File: config.mk
export PLATFORM = sky130hd
export DESIGN_NAME = fu_out_queue
export DESIGN_NICKNAME = d
export VERILOG_FILES = /design/src/rtl/fu_out_queue.sv
export SDC_FILE = /design/constraint.sdc
export NUM_CORES = 1
export LEC_CHECK = 0
export CORE_ASPECT_RATIO = 1.1
export CORE_MARGIN = 2
export CORE_UTILIZATION = 47
export DETAILED_ROUTE_END_ITERATION = 16
export PLACE_DENSITY = 0.91
export SLEW_MARGIN = 20
export SYNTH_ARGS = -nofsm -noshare
export SYNTH_HDL_FRONTEND = slang
export SYNTH_SLANG_ARGS = --single-unit
File: constraint.sdc
create_clock -name clock -period 4.1 [get_ports clock]
set_clock_uncertainty 0.1 [all_clocks]
set_input_delay 1.025 -clock clock [delete_from_list [all_inputs] [get_ports clock]]
set_output_delay 1.025 -clock clock [all_outputs]
set_load 0.01 [all_outputs]
File: src/rtl/fu_out_queue.sv
// Per-FU result queue feeding one request bit of the CDB selector; a circular FIFO popped on grant.
// Define FU_OUT_STARVE_EN to add a head-entry wait counter driving the urgent flag.
module fu_out_queue #(
    parameter int unsigned DEPTH        = 2,
    parameter int unsigned TAG_W        = 6,
    parameter int unsigned DATA_W       = 32,
    parameter int unsigned STARVE_LIMIT = 4
) (
    input  logic                       clock,
    input  logic                       reset,
    input  logic                       in_valid,
    input  logic [TAG_W-1:0]           in_tag,
    input  logic [DATA_W-1:0]          in_value,
    output logic                       in_ready,
    input  logic                       squash,
    output logic                       result_valid,
    output logic [TAG_W-1:0]           result_tag,
    output logic [DATA_W-1:0]          result_value,
    input  logic                       grant,
    output logic [$clog2(DEPTH+1)-1:0] count,
    output logic                       urgent,
    output logic                       drop_err
);

    localparam int unsigned CntW = $clog2(DEPTH + 1);
    localparam int unsigned PtrW = $clog2(DEPTH);

    if (!(DEPTH == 2 || DEPTH == 4 || DEPTH == 8)) begin : g_bad_depth
        $error("fu_out_queue: DEPTH must be 2, 4 or 8");
    end
    if (STARVE_LIMIT < 1) begin : g_bad_limit
        $error("fu_out_queue: STARVE_LIMIT must be at least 1");
    end

    logic [TAG_W-1:0]  tag_q   [DEPTH];
    logic [DATA_W-1:0] value_q [DEPTH];

    logic [PtrW-1:0] head_q, head_d;
    logic [PtrW-1:0] tail_q, tail_d;
    logic [CntW-1:0] count_q, count_d;
    logic            drop_q, drop_d;
    logic            push, pop;

    function automatic logic [PtrW-1:0] next_ptr(input logic [PtrW-1:0] p);
        return (p == PtrW'(DEPTH - 1)) ? '0 : p + PtrW'(1);
    endfunction

    assign in_ready     = (count_q < CntW'(DEPTH));
    assign result_valid = (count_q != '0);
    assign push         = in_valid && in_ready;
    assign pop          = grant && result_valid;

    always_comb begin
        head_d  = head_q;
        tail_d  = tail_q;
        count_d = count_q;
        // Offering a result to a full queue latches the error even across a squash.
        drop_d  = drop_q | (in_valid & ~in_ready);
        if (squash) begin
            head_d  = '0;
            tail_d  = '0;
            count_d = '0;
        end else begin
            if (push) tail_d = next_ptr(tail_q);
            if (pop)  head_d = next_ptr(head_q);
            if (push && !pop)      count_d = count_q + CntW'(1);
            else if (!push && pop) count_d = count_q - CntW'(1);
        end
    end

    always_ff @(posedge clock) begin
        if (reset) begin
            head_q  <= '0;
            tail_q  <= '0;
            count_q <= '0;
            drop_q  <= 1'b0;
        end else begin
            head_q  <= head_d;
            tail_q  <= tail_d;
            count_q <= count_d;
            drop_q  <= drop_d;
        end
    end

    // Entry storage needs no reset; empty-queue outputs are forced to zero below.
    always_ff @(posedge clock) begin
        if (!reset && !squash && push) begin
            tag_q[tail_q]   <= in_tag;
            value_q[tail_q] <= in_value;
        end
    end

    assign result_tag   = result_valid ? tag_q[head_q]   : '0;
    assign result_value = result_valid ? value_q[head_q] : '0;
    assign count        = count_q;
    assign drop_err     = drop_q;

`ifdef FU_OUT_STARVE_EN
    localparam int unsigned WaitW = $clog2(STARVE_LIMIT + 1);

    logic [WaitW-1:0] wait_q, wait_d;

    always_comb begin
        wait_d = wait_q;
        if (squash || pop) begin
            wait_d = '0;
        end else if (result_valid && !grant && (wait_q != WaitW'(STARVE_LIMIT))) begin
            wait_d = wait_q + WaitW'(1);
        end
    end

    always_ff @(posedge clock) begin
        if (reset) wait_q <= '0;
        else       wait_q <= wait_d;
    end

    assign urgent = (wait_q == WaitW'(STARVE_LIMIT));
`else
    assign urgent = 1'b0;
`endif

endmodule

# Yosys cells after proc, flatten, opt, wreduce, memory -nomap -nowiden
# Memory sizes are Yosys's and may differ from the RTL's. A register that Yosys moved wholly into a read port is not among the register bits.
# Index checks and enable logic that the tools add are counted.
dict set report totals {
  inputBits 43
  latch_bits 0
  ff_bits 5
  out_inout_bits 44
  rom_bits 0
  ramBits 76
  memories 2
  elab_cells 39
}
# name depth word_bits read_ports rd_ports_with_merged_regs wr line
set mem_list {}
lappend mem_list {value_q 2 32 1 1 1 36} ;# logic [DATA_W-1:0] value_q [DEPTH];
lappend mem_list {tag_q 2 6 1 1 1 35} ;# logic [TAG_W-1:0] tag_q [DEPTH];
dict set report classes {
  n_mux 12
  n_reduce_logical 13
  div_mod_pow 0
  n_mul 0
  eq_ne 0
  addsub 4
  order_cmp 1
  bitwise 3
  n_shift 0
}
# operator n
set op_table {}
lappend op_table {{two-way mux 32 bit} 1}
lappend op_table {{two-way mux 1 bit} 8}
lappend op_table {{logical AND 1 bit} 6}
lappend op_table {{two-way mux 6 bit} 1}
lappend op_table {{logical NOT 1 bit} 4}
lappend op_table {{two-way mux 2 bit} 2}
lappend op_table {{nonzero test 2 bit} 2}
lappend op_table {{adder 1 bit, second input constant} 2}
lappend op_table {{adder 2 x 1 -> 2 bit, second input constant} 1}
lappend op_table {{< comparator 2 bit, second input constant} 1}
lappend op_table {{OR reduction 2 bit} 1}
lappend op_table {{subtractor 2 x 1 -> 2 bit, second input constant} 1}
lappend op_table {{AND 1 bit} 1}
lappend op_table {{NOT 1 bit} 1}
lappend op_table {{OR 1 bit} 1}

# Longest topological paths before layout
dict set report depth {
  ltp_word 6
  depth_mapped 5
  depth_no_buf 5
}

# Worst setup path after synthesis
# OpenSTA, ideal clock, no wires.
dict set report synth_path {
  path_type {input to register}
  start {in in_valid}
  end {mem tag_q[0][0], enable pin}
  path_stages 3
  arrival_time_ps 2865
  setup_ps 434
  required_ps 3566
  n_path_buf 0
  setup_slack_ps 702
  cell_sequence {and2b_1 -> nand2_1 -> nor2_1}
}
dict set report synth_between {
  elab_chain_len 4
}
# element line
set synth_rtl {}
lappend synth_rtl {{from (decl)} 11} ;# input logic in_valid,
lappend synth_rtl {{logical AND 1 bit} 50} ;# assign push = in_valid && in_ready;
lappend synth_rtl {{logical AND 1 bit} 87} ;# if (!reset && !squash && push) begin
lappend synth_rtl {{two-way mux 1 bit} 87}
lappend synth_rtl {{two-way mux 1 bit (implied by the code)} 88} ;# tag_q[tail_q] <= in_tag;
lappend synth_rtl {{to (decl)} 35}
# Every way passes these cells.

# Worst setup path after layout
dict set report layout_path {
  start {reg count_q[1], in the netlist count[1]}
  end {out result_tag[0]}
}
dict set report layout_between {
  elab_chain_len 2
}
# element line
set layout_rtl {}
lappend layout_rtl {{from (decl)} 40} ;# logic [CntW-1:0] count_q, count_d;
lappend layout_rtl {{from (signal assigned)} 80} ;# count_q <= count_d;
lappend layout_rtl {{nonzero test 2 bit} 49} ;# assign result_valid = (count_q != '0);
lappend layout_rtl {{two-way mux 6 bit} 93} ;# assign result_tag = result_valid ? tag_q[head_q] : '0;
lappend layout_rtl {{to (decl)} 17} ;# output logic [TAG_W-1:0] result_tag,
# Every way passes these cells.

==> impl_metrics.py <==
metrics = {
    "routing": {
        "num_vias": 1777,
        "drc": 0,
        "drtPass1Iterations": 4,
        "antenna_left": 0,
        "drtIter0Drc": 75,
        "wl_per_cell_um": 14.9,
        "viasPerCell": 4.84,
        "wl_um": 5470,
    },
    "final_layout": {
        "fill_cells": 480,
        "area_growth_syn_to_layout_pct": 36.3,
        "postLayoutCoreUtil_pct": 65.4,
        "fin_cells": 367,
        "nets": 325,
        "fin_area_um2": 4260,
        "layout-drive-gt1-share_pct": 7.02,
        "num_antenna_cells": 0,
    },
    "critical_path": {
        "cp-end-kind": "primary output",
        "worst-path-max-fanout": 39,
        "worstSetupPathType": "reg -> out",
        "crit_chain": "nor2_4 -> nor2_1 -> clkdlybuf4s50_1",
        "cp_slowest_stage_delay_ps": 670,
        "crit_required_ps": 2970,
        "worstSetupStartpointType": "flop",
        "cp.arrival_ps": 2100,
        "slowest_stage": "nor2_4",
        "worst-path-buf-inv": 1,
        "path_delay_family": "simple AND/OR/NAND/NOR gates",
    },
    "yosys": {
        "syn-num-nets": 235,
        "yosysMostFrequentCell": "edfxtp_1",
        "synth_area_um2": 3130,
        "syn_inst": 191,
        "synthTopCellsByCount": "edfxtp_1 (76), nor2_1 (42), mux2i_1 (38), dfxtp_1 (6), nor3_1 (4)",
        "yosys.area.top_type": "edfxtp_1",
        "synth_edf_count": 76,
        "ys_warn_count": 0,
        "avgSynthCellArea_um2": 16.4,
        "ys_async_sr_fraction_pct": 0,
        "yosys.cell_types.count": 21,
        "netlist.area_leader.share_pct": 72.9,
        "seq_area_frac_synth_pct": 76.8,
        "synth_area_leaders": "edfxtp_1 (73%), mux2i_1 (12%), nor2_1 (5.0%)",
        "synth_flop_cell": "edfxtp_1",
        "synth-seq-cells": 82,
    },
    "placement": {
        "dpl_cell_area_um2": 4060,
        "dpl.hpwl_um": 3780,
        "place.gp.congestion": 0.827,
        "io_buffers": 85,
        "post-place-cells": 352,
    },
    "sta": {
        "max_slew_margin_pct": 40.3,
        "tns_ps": 0,
        "hold_violations": 0,
        "finalMaxSlewViolations": 0,
        "setup_viol": 0,
        "fin_crit_sh_pct": 78.5,
        "holdWs_ps": 403,
        "fmax_ghz": 0.311,
        "max_slew.worst_pin.slew_ps": 896,
        "grt_setup_unrepaired": "false",
        "final.min_clock_period_ps": 3220,
    },
    "clock_tree": {
        "clockBufferDepth": 2,
        "h-tree-depth": 3,
        "cts_hold_buf": 0,
        "cts_tree": "done",
        "cts_root_buf": "clkbuf_8",
        "ctsResizeCount": 0,
        "cts_sinks": 82,
        "cts_setup_buffers": 0,
        "numCtsBuffers": 9,
        "clk-insertion-delay-late_ps": 330,
        "clk_pin_slew_worst_paths_ps": 70,
    },
    "die": {
        "die_area_um2": 7330,
        "fp.dieW_um": 81.8,
        "num_io_pins": 87,
        "die-height_um": 89.6,
        "start_util_pct": 48.0,
        "core_um2": 6520,
        "rows": 31,
    },
    "global_route": {
        "grt_pass1_wl_um": 8220,
        "first_global_vias": 1774,
        "overflow": 0,
        "grt_use_total_pct": 15.7,
        "antenna_found_initial": 0,
        "grt_max_degree": 40,
    },
    "flow_run": {
        "maxCapViolCount": 0,
    },
    "power_and_ir_drop": {
        "ir_drop_mv": 0.301,
        "p_leak_nw": 1.38,
        "power_density_nw_per_um2": 411,
    },
    "min_path": {
        "hold_class": "reg -> reg",
    },
    "run_status": {
        "outcome": "complete, no violations",
    },
}
==> area by class of cell <==
type / instances / area, um2 / area share [%]
clock inverters: 6 / 81.3 / 1.91
repair buffers: 88 / 873 / 20.5
clock buffers: 9 / 124 / 2.90
flip-flops and latches: 82 / 2400 / 56.4
well taps: 82 / 103 / 2.41
inverters: 2 / 7.51 / 0.176
multi-input cells: 98 / 672 / 15.8
==> path summary, 6_finish.rpt <==
path                   end  depth (start not counted)     start  slack, ps
max          result_tag[0]                          3  count[1]        880
min               drop_err                          2  drop_err        400
max reg2reg    tag_q[1][2]                          2  count[1]       2090
min reg2reg       drop_err                          2  drop_err        400
==> worst min-delay path, delay by kind of cell, from the launching register on <==
kind / cells / cell delay, ps
AND/OR/NAND/NOR: 1 / 80
flip-flops: 1 / 340
AO/OA/AOI/OAI: 1 / 40
==> logic make-up (layout without fill, tap and decap cells) <==
| group | Yosys count | after routing | share of synthesized area [%] |
|---|---|---|---|
| adders and majority gates | 1 | 1 | 0.400 |
| other | 1 | 1 | 0.120 |
| and+or+nand+nor | 50 | 50 | 6.44 |
| xor gates and xnor gates | 4 | 4 | 1.12 |
| muxes | 38 | 38 | 12.2 |
| DFF | 82 | 82 | 76.8 |
| buffers and inverters | 11 | 105 | 2.28 |
| AOI/OAI and AO/OA | 4 | 4 | 0.720 |
==> where the power goes <==
group | total (W) | leakage (nW) | switching (W) | internal [W]
registers | 0.000945 | 0.739 | 0.0000107 | 0.000934
logic | 0.000211 | 0.534 | 0.0000918 | 0.000119
clock network | 0.000597 | 0.105 | 0.000260 | 0.000337
total | 0.00175 | 1.38 | 0.000363 | 0.00139
==> per-layer routing <==
layer / up-vias / track usage (%) / wire, um
met1: 844 / 17.2 / 2070
met3: 4 / 4.10 / 315
met5: - / 0 / 0
met2: 54 / 28.5 / 3040
met4: 0 / 6.82 / 38
li1: 875 / - / -
==> stage by stage <==
| stage | setup WS, ps | total power [W] |
|---|---|---|
| 3_5_place_dp | 1060 | 0.00118 |
| 2_1_floorplan | 702 | 0.00105 |
| 3_3_place_gp | 1140 | 0.00117 |
| 4_1_cts | 833 | 0.00177 |
| 5_1_grt | 718 | 0.00182 |
| 6_report | 880 | 0.00175 |
==> sequential cells by signal (all words and copies together) (netlist names), named ones only <==
signal	count
count	2
drop_err	1
head_q	1
tag_q	12
tail_q	1
value_q	64
==> cells in the final DEF (no fill, tap or decap), types with 3 or more instances in the layout <==
| master | instances |
|---|---|
| xor2_1 | 3 |
| clkdlybuf4s50_1 | 85 |
| nor2_1 | 40 |
| dfxtp_1 | 5 |
| edfxtp_1 | 76 |
| nor3_1 | 4 |
| mux2i_1 | 38 |
| clkbuf_8 | 9 |
| buf_4 | 3 |
No activity file was read; power rests on OpenSTA's default activity.
